**config.mk**
```make
export PLATFORM = sky130hd
export DESIGN_NAME = ngx_http_parse_time_mul_sched
export DESIGN_NICKNAME = d
export VERILOG_FILES = /design/src/rtl/ngx_http_parse_time_mul_pkg.sv /design/src/rtl/ngx_http_parse_time_mul_core.sv /design/src/rtl/ngx_http_parse_time_mul_rr_arb.sv /design/src/rtl/ngx_http_parse_time_mul_sched.sv
export SDC_FILE = /design/constraint.sdc
export NUM_CORES = 1
export LEC_CHECK = 0
export BUFFER_PORTS_ARGS = -buffer_cell sky130_fd_sc_hd__buf_4
export CAP_MARGIN = 40
export CORE_MARGIN = 1.5
export CORE_UTILIZATION = 54
export DETAILED_ROUTE_END_ITERATION = 7
export GPL_ROUTABILITY_DRIVEN = 1
export GPL_TIMING_DRIVEN = 0
export HOLD_SLACK_MARGIN = 0.02
export MAX_ROUTING_LAYER = met4
export PLACE_DENSITY_LB_ADDON = 0.25
export SYNTH_ARGS = -nofsm -noshare
export SYNTH_HDL_FRONTEND = slang
export SYNTH_SLANG_ARGS = --single-unit
export TNS_END_PERCENT = 5
```
**constraint.sdc**
```tcl
create_clock -name ap_clk -period 5.86 [get_ports ap_clk]
set_clock_uncertainty 0.05 [all_clocks]
set_input_delay 1.172 -clock ap_clk [delete_from_list [all_inputs] [get_ports ap_clk]]
set_output_delay 1.172 -clock ap_clk [all_outputs]
set_load 0.05 [all_outputs]
```
**src/rtl/ngx_http_parse_time_mul_pkg.sv**
```systemverilog
// rtl/ngx_http_parse_time_mul_pkg.sv - shared constants and types for the parse_time multiplier scheduler
package ngx_http_parse_time_mul_pkg;

  localparam int DEF_NUM_REQ = 4;
  localparam int DEF_A_WIDTH = 16;
  localparam int DEF_B_WIDTH = 14;
  localparam int DEF_P_WIDTH = DEF_A_WIDTH + DEF_B_WIDTH;

  // Ceiling log2, never below 1 so an id always has at least one bit
  function automatic int clog2(input int value);
    int r;
    r = 0;
    while ((1 << r) < value) r++;
    return (r < 1) ? 1 : r;
  endfunction

  typedef logic [DEF_A_WIDTH-1:0]          opa_t;
  typedef logic [DEF_B_WIDTH-1:0]          opb_t;
  typedef logic [DEF_P_WIDTH-1:0]          prod_t;
  typedef logic [clog2(DEF_NUM_REQ)-1:0]   rid_t;

endpackage

```
**src/rtl/ngx_http_parse_time_mul_core.sv**
```systemverilog
// rtl/ngx_http_parse_time_mul_core.sv - unsigned A x B multiplier core shared by all requesters
module ngx_http_parse_time_mul_core #(
  parameter int A_WIDTH = 16,
  parameter int B_WIDTH = 14,
  parameter int P_WIDTH = 30
) (
  input  logic [A_WIDTH-1:0] a,
  input  logic [B_WIDTH-1:0] b,
  output logic [P_WIDTH-1:0] p
);

  // Both operands widened to the full product width so nothing is truncated
  assign p = P_WIDTH'(a) * P_WIDTH'(b);

endmodule

```
**src/rtl/ngx_http_parse_time_mul_rr_arb.sv**
```systemverilog
// rtl/ngx_http_parse_time_mul_rr_arb.sv - combinational round-robin grant for the multiplier scheduler
module ngx_http_parse_time_mul_rr_arb
  import ngx_http_parse_time_mul_pkg::*;
#(
  parameter int NUM_REQ  = DEF_NUM_REQ,
  parameter int ID_WIDTH = clog2(NUM_REQ)
) (
  input  logic [NUM_REQ-1:0]  req_valid,
  input  logic [ID_WIDTH-1:0] rr_ptr,
  input  logic                enable,
  output logic [NUM_REQ-1:0]  grant,
  output logic [ID_WIDTH-1:0] grant_idx
);

  logic found;

  // Walk k steps from rr_ptr (wrapping) and grant the first valid requester hit
  always_comb begin
    grant     = '0;
    grant_idx = '0;
    found     = 1'b0;
    if (enable) begin
      for (int k = 0; k < NUM_REQ; k++) begin
        for (int i = 0; i < NUM_REQ; i++) begin
          if (!found && req_valid[i] && (((int'(rr_ptr) + k) % NUM_REQ) == i)) begin
            found     = 1'b1;
            grant[i]  = 1'b1;
            grant_idx = ID_WIDTH'(i);
          end
        end
      end
    end
  end

endmodule

```
**src/rtl/ngx_http_parse_time_mul_sched.sv**
```systemverilog
// rtl/ngx_http_parse_time_mul_sched.sv - round-robin time-sharing of one multiplier across requesters
module ngx_http_parse_time_mul_sched
  import ngx_http_parse_time_mul_pkg::*;
#(
  parameter int NUM_REQ  = DEF_NUM_REQ,
  parameter int A_WIDTH  = DEF_A_WIDTH,
  parameter int B_WIDTH  = DEF_B_WIDTH,
  parameter int P_WIDTH  = DEF_P_WIDTH,
  parameter int ID_WIDTH = clog2(NUM_REQ)
) (
  input  logic                       ap_clk,
  input  logic                       ap_rst_n,
  input  logic [NUM_REQ-1:0]         req_valid,
  output logic [NUM_REQ-1:0]         req_ready,
  input  logic [NUM_REQ*A_WIDTH-1:0] req_a,
  input  logic [NUM_REQ*B_WIDTH-1:0] req_b,
  output logic                       rsp_valid,
  input  logic                       rsp_ready,
  output logic [ID_WIDTH-1:0]        rsp_id,
  output logic [P_WIDTH-1:0]         rsp_p,
  output logic                       busy
);

  generate
    if (P_WIDTH != A_WIDTH + B_WIDTH) begin : g_bad_pwidth
      $error("P_WIDTH must equal A_WIDTH + B_WIDTH");
    end
    if ((1 << ID_WIDTH) < NUM_REQ) begin : g_bad_idwidth
      $error("ID_WIDTH too narrow for NUM_REQ");
    end
    if (NUM_REQ < 2 || NUM_REQ > 8) begin : g_bad_numreq
      $error("NUM_REQ must be in 2..8");
    end
  endgenerate

  logic                s1_valid;
  logic [A_WIDTH-1:0]  s1_a;
  logic [B_WIDTH-1:0]  s1_b;
  logic [ID_WIDTH-1:0] s1_id;
  logic                s2_valid;
  logic [ID_WIDTH-1:0] rr_ptr;

  logic                adv1, adv2;
  logic [NUM_REQ-1:0]  grant;
  logic [ID_WIDTH-1:0] grant_idx;
  logic [ID_WIDTH-1:0] ptr_next;
  logic                accept;
  logic [A_WIDTH-1:0]  sel_a;
  logic [B_WIDTH-1:0]  sel_b;
  logic [P_WIDTH-1:0]  core_p;

  // Stage 2 moves when empty or draining; stage 1 moves when empty or stage 2 moves
  assign adv2 = !s2_valid | rsp_ready;
  assign adv1 = !s1_valid | adv2;

  // Reset gating keeps req_ready low while ap_rst_n is asserted
  ngx_http_parse_time_mul_rr_arb #(
    .NUM_REQ  (NUM_REQ),
    .ID_WIDTH (ID_WIDTH)
  ) u_arb (
    .req_valid (req_valid),
    .rr_ptr    (rr_ptr),
    .enable    (adv1 & ap_rst_n),
    .grant     (grant),
    .grant_idx (grant_idx)
  );

  assign req_ready = grant;
  assign accept    = |grant;
  assign ptr_next  = (grant_idx == ID_WIDTH'(NUM_REQ - 1)) ? '0 : grant_idx + ID_WIDTH'(1);

  // One-hot operand mux selecting the granted requester's slices
  always_comb begin
    sel_a = '0;
    sel_b = '0;
    for (int i = 0; i < NUM_REQ; i++) begin
      if (grant[i]) begin
        sel_a = req_a[i*A_WIDTH +: A_WIDTH];
        sel_b = req_b[i*B_WIDTH +: B_WIDTH];
      end
    end
  end

  ngx_http_parse_time_mul_core #(
    .A_WIDTH (A_WIDTH),
    .B_WIDTH (B_WIDTH),
    .P_WIDTH (P_WIDTH)
  ) u_core (
    .a (s1_a),
    .b (s1_b),
    .p (core_p)
  );

  // Stage 1: capture granted operands and step the round-robin pointer past the winner
  always_ff @(posedge ap_clk or negedge ap_rst_n) begin
    if (!ap_rst_n) begin
      s1_valid <= 1'b0;
      s1_a     <= '0;
      s1_b     <= '0;
      s1_id    <= '0;
      rr_ptr   <= '0;
    end else if (adv1) begin
      if (accept) begin
        s1_valid <= 1'b1;
        s1_a     <= sel_a;
        s1_b     <= sel_b;
        s1_id    <= grant_idx;
        rr_ptr   <= ptr_next;
      end else begin
        s1_valid <= 1'b0;
      end
    end
  end

  // Stage 2: register the product and owner id; holds while the consumer stalls
  always_ff @(posedge ap_clk or negedge ap_rst_n) begin
    if (!ap_rst_n) begin
      s2_valid <= 1'b0;
      rsp_p    <= '0;
      rsp_id   <= '0;
    end else if (adv2) begin
      s2_valid <= s1_valid;
      rsp_p    <= core_p;
      rsp_id   <= s1_id;
    end
  end

  assign rsp_valid = s2_valid;
  assign busy      = s1_valid | s2_valid;

endmodule

```
==> results of run 1 <==
==> kinds of logic (layout without fill, tap and decap cells) <==
kind of cell,count (synthesis),count (layout),share of synthesized area (%)
muxes,2,2,0.246
AOI/OAI and AO/OA,125,125,9.03
DFF,68,68,16.7
other,0,1,0
xor gates and xnor gates,25,25,2.15
buffers and inverters,231,429,8.51
and+or+nand+nor,428,428,19.4
adders and majority gates,259,259,44.0
==> cells in the mapped netlist, types with 4 or more instances <==
cell type,number
a31oi_1,4
nand2b_1,4
a211o_1,4
nor2_1,25
dfrtp_1,68
nand2_1,248
xnor2_1,10
a21o_1,4
ha_1,94
xor2_1,15
a222oi_1,30
clkbuf_1,63
inv_1,166
fa_1,165
a21oi_1,31
nand3_1,37
o21ai_0,24
and2_1,89
==> registers in the layout, summed over array words and instances (netlist names) <==
signal	flops
rsp_p	30
s1_a	16
s1_b	14
rr_ptr	2
rsp_id	2
s1_id	2
rsp_valid	1
s1_valid	1
==> worst max-delay path by stage <==
stage | startpoint | endpoint | slack (ns) | cells past startpoint
floorplan | s1_a[15] | rsp_p[29] | 0.006 | 20
global placement | s1_a[9] | rsp_p[29] | -0.75 | 18
detailed placement | s1_b[11] | rsp_p[29] | -0.85 | 19
CTS | s1_a[7] | rsp_p[29] | -0.31 | 20
global route | s1_b[5] | rsp_p[29] | -0.45 | 21
finish | s1_a[7] | rsp_p[29] | -0.34 | 20
==> worst max-delay path: cells and delay by family, from the launching register on <==
family                   cells  cell delay (ns)
AO/OA/AOI/OAI                4             0.77
XOR/XNOR                     1             0.14
adder cells (fa/ha/maj)      7             3.31
buffers and inverters        4             0.35
flip-flops                   1             0.41
multiplexers                 1             0.27
AND/OR/NAND/NOR              3             0.79
==> cell type report <==
| type | instances | area [sq um] | share of cell area, % |
|---|---|---|---|
| clock inverters | 6 | 41.3 | 0.330 |
| flip-flops and latches | 68 | 1730 | 13.8 |
| repair buffers | 189 | 1450 | 11.6 |
| clock buffers | 10 | 229 | 1.83 |
| multi-input cells | 839 | 7720 | 61.8 |
| inverters | 167 | 627 | 5.02 |
| diodes | 1 | 2.50 | 0.0200 |
| plain buffers | 57 | 400 | 3.20 |
| well taps | 234 | 293 | 2.34 |
==> metal layers <==
layer  vias up  part of all wire (%)
li1       4003                     -
met2       394                    50
met4         0                   4.9
met5         -                     0
met1      4450                    38
met3       105                   7.0
==> per-stage QoR <==
stage                     worst slack (ns)  instance area (sq um)  std cells  setup TNS (ns)
after global placement              -0.748                  11800       1536           -5.53
after detailed placement            -0.853                  11800       1540           -6.24
after global routing                -0.450                  12500       1570           -1.76
after CTS                           -0.310                  12300       1554          -0.705
after floorplan                    0.00636                  10200       1138               0
final                               -0.345                  12500       1571          -0.869
==> timing repair <==
| action | 4_1_cts | 5_1_grt |
|---|---|---|
| hold buffers | 0 | 0 |
| pin swaps | 6 | 4 |
| setup buffers | 5 | 16 |
| endpoints found under the setup margin | 16 | 10 |
| resized for setup | 77 | 35 |
==> impl_results.md, run 1 <==
* Status: finished, violations left
* Failing checks: setup timing
* Cell row count at 50
* Vias in the first global route at 9737
* Crit-path max cell delay at 0.56 ns
* Syn-to-layout area delta at 22.7%
* Ratio of final minimum period to clock period at 106%
* Met2 global-route usage at 59.7%
* CP max-delay cell: fa_1
* Final Util at 67.2%
* Synthesized flop and latch total at 68
* Final setup fails at 5
* Commonest non-fill, non-tap cell in the layout: nand2_1
* Relative slew slack at 39.1%
* Worst Hold Endpoint: rsp_id[0]
* Synth unique cells at 53
* Async SR Flop Fraction at 100%
* Initial antenna violation count at 0
* Synth Area per Inst at 8.95 sq um
* Height of the die at 140 um
* Core area at 18600 sq um
* Worst reg2reg path endpoint: rsp_p[29]
* First-pass GRT wire length at 50.2 mm
* Final wirelength at between 30 and 40 mm
* Max Cap Viol at 0
* Top Usage Layer GRT: met2
* Synth top area share at 32.4%
* CP endpoint kind: flip-flop
* RD Place Congestion at 0.940
* Hold_ws at between 0.4 and 0.5 ns
* Worst r2r path cells at 20
* Worst setup SP type: flip-flop
* Hold Crit Start: rsp_id[0]
* R2R Setup Slk at -0.34 ns
* Seq/Total Area, Yosys at 16.7%
* Largest cells by area after synthesis: fa_1 (32%), dfrtp_1 (17%), ha_1 (12%)
* Drt drc at 0
* Largest net degree at the start of global routing at 53
* Clock latency at the later pin of the worst-skew pair at around 0.36 ns
* Met3 usage at 6.63%
* # fillers at 1497
* Met1 Use GR at 39.1%
* CP max FO at 10
* Drt pass-1 iters at 6
* Min Clock Period, post-route at about 6.2 ns
* Hold Path Class: flip-flop to flip-flop
* RSZ-0062 raised after global routing: yes
* CP arrival at approximately 6.4 ns
* Final setup margin at -0.345 ns
* FMAX at 161 MHz
* Final antenna-violating net count at 0
* Worst r2r src: s1_a[7]
* Top FF cell, synth: dfrtp_1
* Routed vias/inst at around 5.7
* Clk slew on worst S/H paths at 0.07 ns
* Req. time, crit path at 6.05 ns
* Slew Limit Fails at 0
* Mapped Nets at 1524
* Clock Sink Count at between 60 and 70
* Crit-path most repeated cell: fa_1
* Maximum root-to-sink buffer count at 2
* Synth warn at 0
* Initial Util at between 50% and 60%
* Largest area contributor in the netlist: fa_1
* # IOs at 165
* Root Driver: clkbuf_16
* Wirelength per Cell at 19.9 um
* DIE AREA at 19700 sq um
* Final Hold Vio Count at 0
* DP HPWL at 25.1 mm
* Layout cells sized above 1 at a little over a fifth
* Syn Std Cell Area at 10200 sq um
* H-tree depth at 3
* Via count at 8952
* Grt total ovfl at 0
* Post-synth EDFFs at 0
* Least-Margin Pin Slew at 0.913 ns
* PortBufs at 164
* Starting DRC count in detailed routing at 662
* Worst hold path depth at 2
* Chip width at around 140 um
* Num CTS Buffers at 9
* Most frequent cells in the layout: nand2_1 (248), buf_4 (194), inv_1 (166), fa_1 (163)
* Nets@finish at 1717
* Cells after synthesis at 1138
* Critical Path, Cell by Cell: clkbuf_16 > nand2_1 > fa_1 > inv_1 > fa_1 > inv_1 > fa_1 > inv_1 > fa_1 > fa_1 > fa_1 > ha_4 > a21o_1 > a211oi_2 > and2_4 > a21oi_2 > or4_4 > a311oi_2 > xnor2_1 > mux2_4
* CTS tree: built
* GRT Resource Usage Total at a little over a third
* Setup CP Type: flip-flop to flip-flop
Power of run 1 is not shown: default switching activity piles up to over one toggle a cycle in this logic, so the estimate is an artifact.
==> run 2: changes to the inputs <==
Settings changed: CTS_BUF_LIST from default to sky130_fd_sc_hd__clkbuf_4 sky130_fd_sc_hd__clkbuf_8.
==> run 2 against run 1 <==
The flow still finishes with violations (setup timing); hold slack better by 0.0056 ns; maximum frequency is 1.1% higher; die area stayed put; final cell count is 1.3% higher; worst setup slack better by 0.066 ns; register-to-register slack better by 0.07 ns; non-clock buffer count is 21 higher; sequential share of layout area is 0.21 points lower; critical path type unchanged; largest cell class unchanged.
==> impl_results.md, run 2 (synthesis gave the netlist of run 1 again) <==
* Nets@finish at 1738
* ANT cells at 0
* Status: finished, violations left
* CP max-delay cell: fa_2
* Largest net degree at the start of global routing at 53
* Max reg flops at 30
* Syn-to-layout area delta at 24.6%
* Req. time, crit path at 6.08 ns
* First-pass GRT wire length at 50.6 mm
* CTS tree: built
* Core area at 18600 sq um
* Crit-path max cell delay at 0.61 ns
* Worst setup SP type: flip-flop
* Ratio of final minimum period to clock period at 105%
* Initial Util at between 50% and 60%
* CTS Hold Bufs at 0
* Clock Sink Count at 68
* Grt total ovfl at 0
* Min Clock Period, post-route at between 6 and 7 ns
* Setup TNS at -0.664 ns
* Worst Hold Endpoint: rsp_id[0]
* Final setup margin at -0.279 ns
* Chip width at 140 um
* DIE AREA at 19700 sq um
* Final Hold Vio Count at 0
* CP max FO at 6
* Drt drc at 0
* Commonest non-fill, non-tap cell in the layout: nand2_1
* Crit-path most repeated cell: fa_1
* Maximum root-to-sink buffer count at 2
* Post-placement cell count at 1540
* Clock latency at the later pin of the worst-skew pair at 0.38 ns
* Vias in the first global route at about 9700
* Drt pass-1 iters at 8
* Slew Limit Fails at 0
* Final Non-Filler Cells at between 1500 and 2000
* # IOs at roughly 170
* Worst r2r path cells at 19
* Crit path from: s1_a[13]
* Layout cells sized above 1 at 24.0%
* Relative slew slack at 39.0%
* GRT Resource Usage Total at a little over a third
* Initial antenna violation count at 0
* Most frequent cells in the layout: nand2_1 (245), buf_4 (204), inv_1 (165), fa_1 (160), and2_1 (88)
* Clk slew on worst S/H paths at roughly 0.08 ns
* RD Place Congestion at 0.940
* Placed inst area at 11800 sq um
* H-tree depth at 3
* Final antenna-violating net count at 0
* Hold Path Class: flip-flop to flip-flop
* Final wirelength at 32.0 mm
* Final setup fails at 5
* Root Driver: clkbuf_8
* Max Cap Viol at 0
* RSZ-0062 raised after global routing: yes
* Least-Margin Pin Slew at slightly above 0.9 ns
* Critical Path, Cell by Cell: buf_4 > and2_1 > fa_1 > inv_1 > fa_1 > fa_1 > inv_1 > fa_1 > fa_2 > ha_4 > ha_4 > and4_4 > and3_4 > a2111oi_4 > inv_2 > or4_4 > a311oi_2 > xnor2_1 > mux2_4
* Via count at 9059
* # fillers at roughly 1500
* Setup CP Type: flip-flop to flip-flop
* Num CTS Buffers at 9
* DP HPWL at ~25 mm
* Routed vias/inst at 5.69
* Failing checks: setup timing
* Top Registers: rsp_p: 30 flops, s1_a: 16 flops, s1_b: 14 flops
* Top reg by flops: rsp_p
* Wirelength per Cell at a little over 20 um
* Fin area at between 10000 and 15000 sq um
* Worst hold path depth at 2
* Hold Crit Start: rsp_id[0]
* CP arrival at between 6 and 7 ns
* Worst r2r src: s1_a[13]
* Cell row count at 50
* Height of the die at 140 um
* Starting DRC count in detailed routing at a little over 700
* Worst reg2reg path endpoint: rsp_p[29]
* CP endpoint kind: flip-flop
* FMAX at between 150 and 200 MHz
* R2R Setup Slk at -0.28 ns
* PortBufs at 164
## run 2: cell type report
type                    count  area, sq um  share of cell area (%)
inverters                 167          627                    4.94
repair buffers            210         1620                    12.7
well taps                 234          293                    2.31
flip-flops and latches     68         1730                    13.6
clock inverters             6         41.3                   0.325
clock buffers              10          131                    1.03
plain buffers              57          453                    3.57
multi-input cells         839         7800                    61.5
## run 2: how the worst max path moves through the flow
stage           endpoint  slack, ns  cells past startpoint
2_1_floorplan  rsp_p[29]      0.006                     20
3_3_place_gp   rsp_p[29]      -0.75                     18
3_5_place_dp   rsp_p[29]      -0.85                     19
4_1_cts        rsp_p[29]      -0.28                     20
5_1_grt        rsp_p[29]      -0.38                     19
6_report       rsp_p[29]      -0.28                     19
## run 2: stage by stage
step | util, % | setup WS [ns] | hold WS (ns)
3_5_place_dp | 63.6 | -0.853 | 0.408
3_3_place_gp | 63.2 | -0.748 | 0.403
4_1_cts | 67.3 | -0.283 | 0.427
2_1_floorplan | - | 0.00636 | 0.396
5_1_grt | 68.3 | -0.384 | 0.458
6_report | 68.3 | -0.279 | 0.422
## run 2: per-layer routing
layer / up-vias / track usage (%) / routed length (um)
met5: - / - / 0
met4: 0 / 16.3 / 1560
met3: 112 / 6.15 / 2170
li1: 4045 / - / -
met1: 4497 / 39.5 / 12000
met2: 405 / 61.1 / 16300
## run 2: critical path, delay by kind of cell (launching register included)
kind	cells	cell delay [ns]
AOI/OAI and AO/OA	2	0.62
xor gates and xnor gates	1	0.13
adders and majority gates	7	3.08
buffers and inverters	4	0.36
DFF	1	0.47
muxes	1	0.27
and+or+nand+nor	4	1.05
## run 2: repair_timing
item,CTS,global route
setup endpoints to repair,16,8
gates resized for setup,99,28
cloned,0,0
setup buffers,26,16
pin swaps,18,20
Power of run 2 is left out for the same reason.
==> run 3: changes to the inputs <==
Settings changed: CORE_ASPECT_RATIO from default to 2, PLACE_DENSITY from default to 0.89, PLACE_DENSITY_LB_ADDON 0.25 to default.
==> run 3 against run 2 <==
The flow finishes with violations (DRC, setup timing); maximum frequency is 5.9% lower; die area increased by 0.25%; utilization increased by 2.3 points; first-iteration DRC count increased by 59%; worst setup slack got worse by 0.38 ns; sequential cell count unchanged; critical path depth grew 3; critical path type unchanged.
==> impl_results.md, run 3 (synthesis gave the netlist of run 1 again) <==
* Via count at 10500
* # IOs at 165
* DP HPWL at between 20 and 30 mm
* Max layer used: met4
* Commonest non-fill, non-tap cell in the layout: nand2_1
* CTS tree: built
* Largest net degree at the start of global routing at between 70 and 80
* Vias in the first global route at 10900
* Cell row count at 70
* Max reg flops at 30
* Core area at 18400 sq um
* Place WS at -0.850 ns
* Reg area at approximately 1700 sq um
* Failing checks: DRC, setup timing
* Worst reg2reg path endpoint: rsp_p[24]
* Syn-to-layout area delta at 27.5%
* Num CTS Buffers at 9
* Clock latency at the later pin of the worst-skew pair at 0.37 ns
* Max Cap Viol at 0
* Starting DRC count in detailed routing at 1134
* Drt drc at 24
* Relative slew slack at 52.0%
* Worst r2r src: s1_a[6]
* Setup CP Type: flip-flop to flip-flop
* DIE AREA at 19700 sq um
* Nets@finish at 1764
* Final setup margin at -0.661 ns
* First-pass GRT wire length at 55.9 mm
* CTS Hold Bufs at 0
* Final Util at 70.6%
* Min Clock Period, post-route at ~6.5 ns
* Drt pass-1 iters at 8
* Crit path from: s1_a[6]
* RD Place Congestion at 1.03
* Worst setup SP type: flip-flop
* Final antenna-violating net count at 0
* Top reg by flops: rsp_p
* Hold Path Class: flip-flop to flip-flop
* Final Hold Vio Count at 0
* R2R Setup Slk at -0.66 ns
* Slew Limit Fails at 0
* Routed vias/inst at 6.56
* Chip width at ~100 um
* Grt total ovfl at 0
* Req. time, crit path at around 6.0 ns
* Initial antenna violation count at 0
* FMAX at 153 MHz
* PortBufs at 164
* RSZ-0062 raised after global routing: yes
* Initial Util at about 55%
* CP max FO at 6
* Clock Sink Count at 68
* Final wirelength at 40.4 mm
* Routed wl met3 at 4.27 mm
* # fillers at 1168
* Root Driver: clkbuf_8
* Layout cells sized above 1 at about a quarter
* Status: finished, violations left
* CP arrival at 6.68 ns
* Most frequent cells in the layout: nand2_1 (243), buf_4 (237), fa_1 (164), inv_1 (162), and2_1 (87)
* Met2 routed WL at 19.3 mm
* Top Registers: rsp_p: 30 flops, s1_a: 16 flops, s1_b: 14 flops
* H-tree depth at 3
* CP endpoint kind: flip-flop
* Critical Path Sink: rsp_p[24]
* WL met1 at 11.5 mm
* Clk slew on worst S/H paths at 0.10 ns
* Least-Margin Pin Slew at 0.714 ns
* Worst hold path depth at 2
* GRT Resource Usage Total at 39.0%
* Worst r2r path cells at 22
* Ratio of final minimum period to clock period at 111%
* Final setup fails at 14
* Area of the multi-input gates at 7860 sq um
* Maximum root-to-sink buffer count at 2
* Wirelength per Cell at 25.3 um
* Height of the die at 197 um
-- run 3: cell types whose count changed in the layout (fill, tap and decap cells not counted), moves of 4 or more --
| cell | before | now |
|---|---|---|
| fa_2 | 5 | 1 |
| clkbuf_4 | 14 | 6 |
| inv_6 | 0 | 4 |
| buf_4 | 204 | 237 |
| o21ai_0 | 23 | 19 |
| fa_1 | 160 | 164 |
-- run 3: layout make-up --
class	instances	area share [%]
timing repair buffer	236	14.1
sequential	68	13.3
antenna	1	0.0193
tap	216	2.08
buffer	57	3.50
clock inverter	7	0.617
clock buffer	9	0.954
inverter	167	4.83
multi-input combinational	839	60.5
-- run 3: repair_timing --
action,in CTS,in global routing
pin swaps,25,31
resized for setup,98,58
setup endpoints to repair,18,14
buffers inserted,25,46
-- run 3: how the worst min path moves through the flow --
stage                     end      start
CTS                  rsp_p[1]   rsp_p[1]
global placement     rsp_p[1]   rsp_p[1]
detailed placement  rsp_id[0]  rsp_id[0]
finish              rsp_id[0]  rsp_id[0]
global route        rsp_id[0]   s1_id[0]
floorplan            s1_id[0]   s1_id[0]
-- run 3: metrics by stage --
step / instances / instance area, sq um / TNS, ns / hold WS (ns)
detailed placement: 1519 / 11800 / -6.42 / 0.408
finish: 1600 / 13000 / -5.13 / 0.430
floorplan: 1138 / 10200 / 0 / 0.396
global placement: 1518 / 11700 / -5.36 / 0.403
global route: 1599 / 13000 / -5.94 / 0.451
CTS: 1553 / 12500 / -0.850 / 0.429
-- run 3: per-layer routing --
layer  vias to the layer above  GRT usage (%)
li1                       4093              -
met1                      4936           36.9
met2                      1034           64.8
met3                       432           6.30
met4                         0           38.3
met5                         -              -
-- run 3: worst max-delay path, cell delays in order, from the launching register on --
cell and delay, ns:
dfrtp_2 0.48, clkbuf_16 0.19, buf_6 0.11, nand2_2 0.07, fa_1 0.51, inv_1 0.07
fa_1 0.63, inv_2 0.08, fa_1 0.53, inv_1 0.05, fa_1 0.50, fa_1 0.46
fa_1 0.55, ha_4 0.22, o211ai_1 0.29, nand2_2 0.16, buf_4 0.16, buf_4 0.14
a31oi_2 0.25, o21ai_2 0.14, a2111oi_2 0.44, a211o_1 0.18, o21ai_0 0.09
Power of run 3 is left out for the same reason.
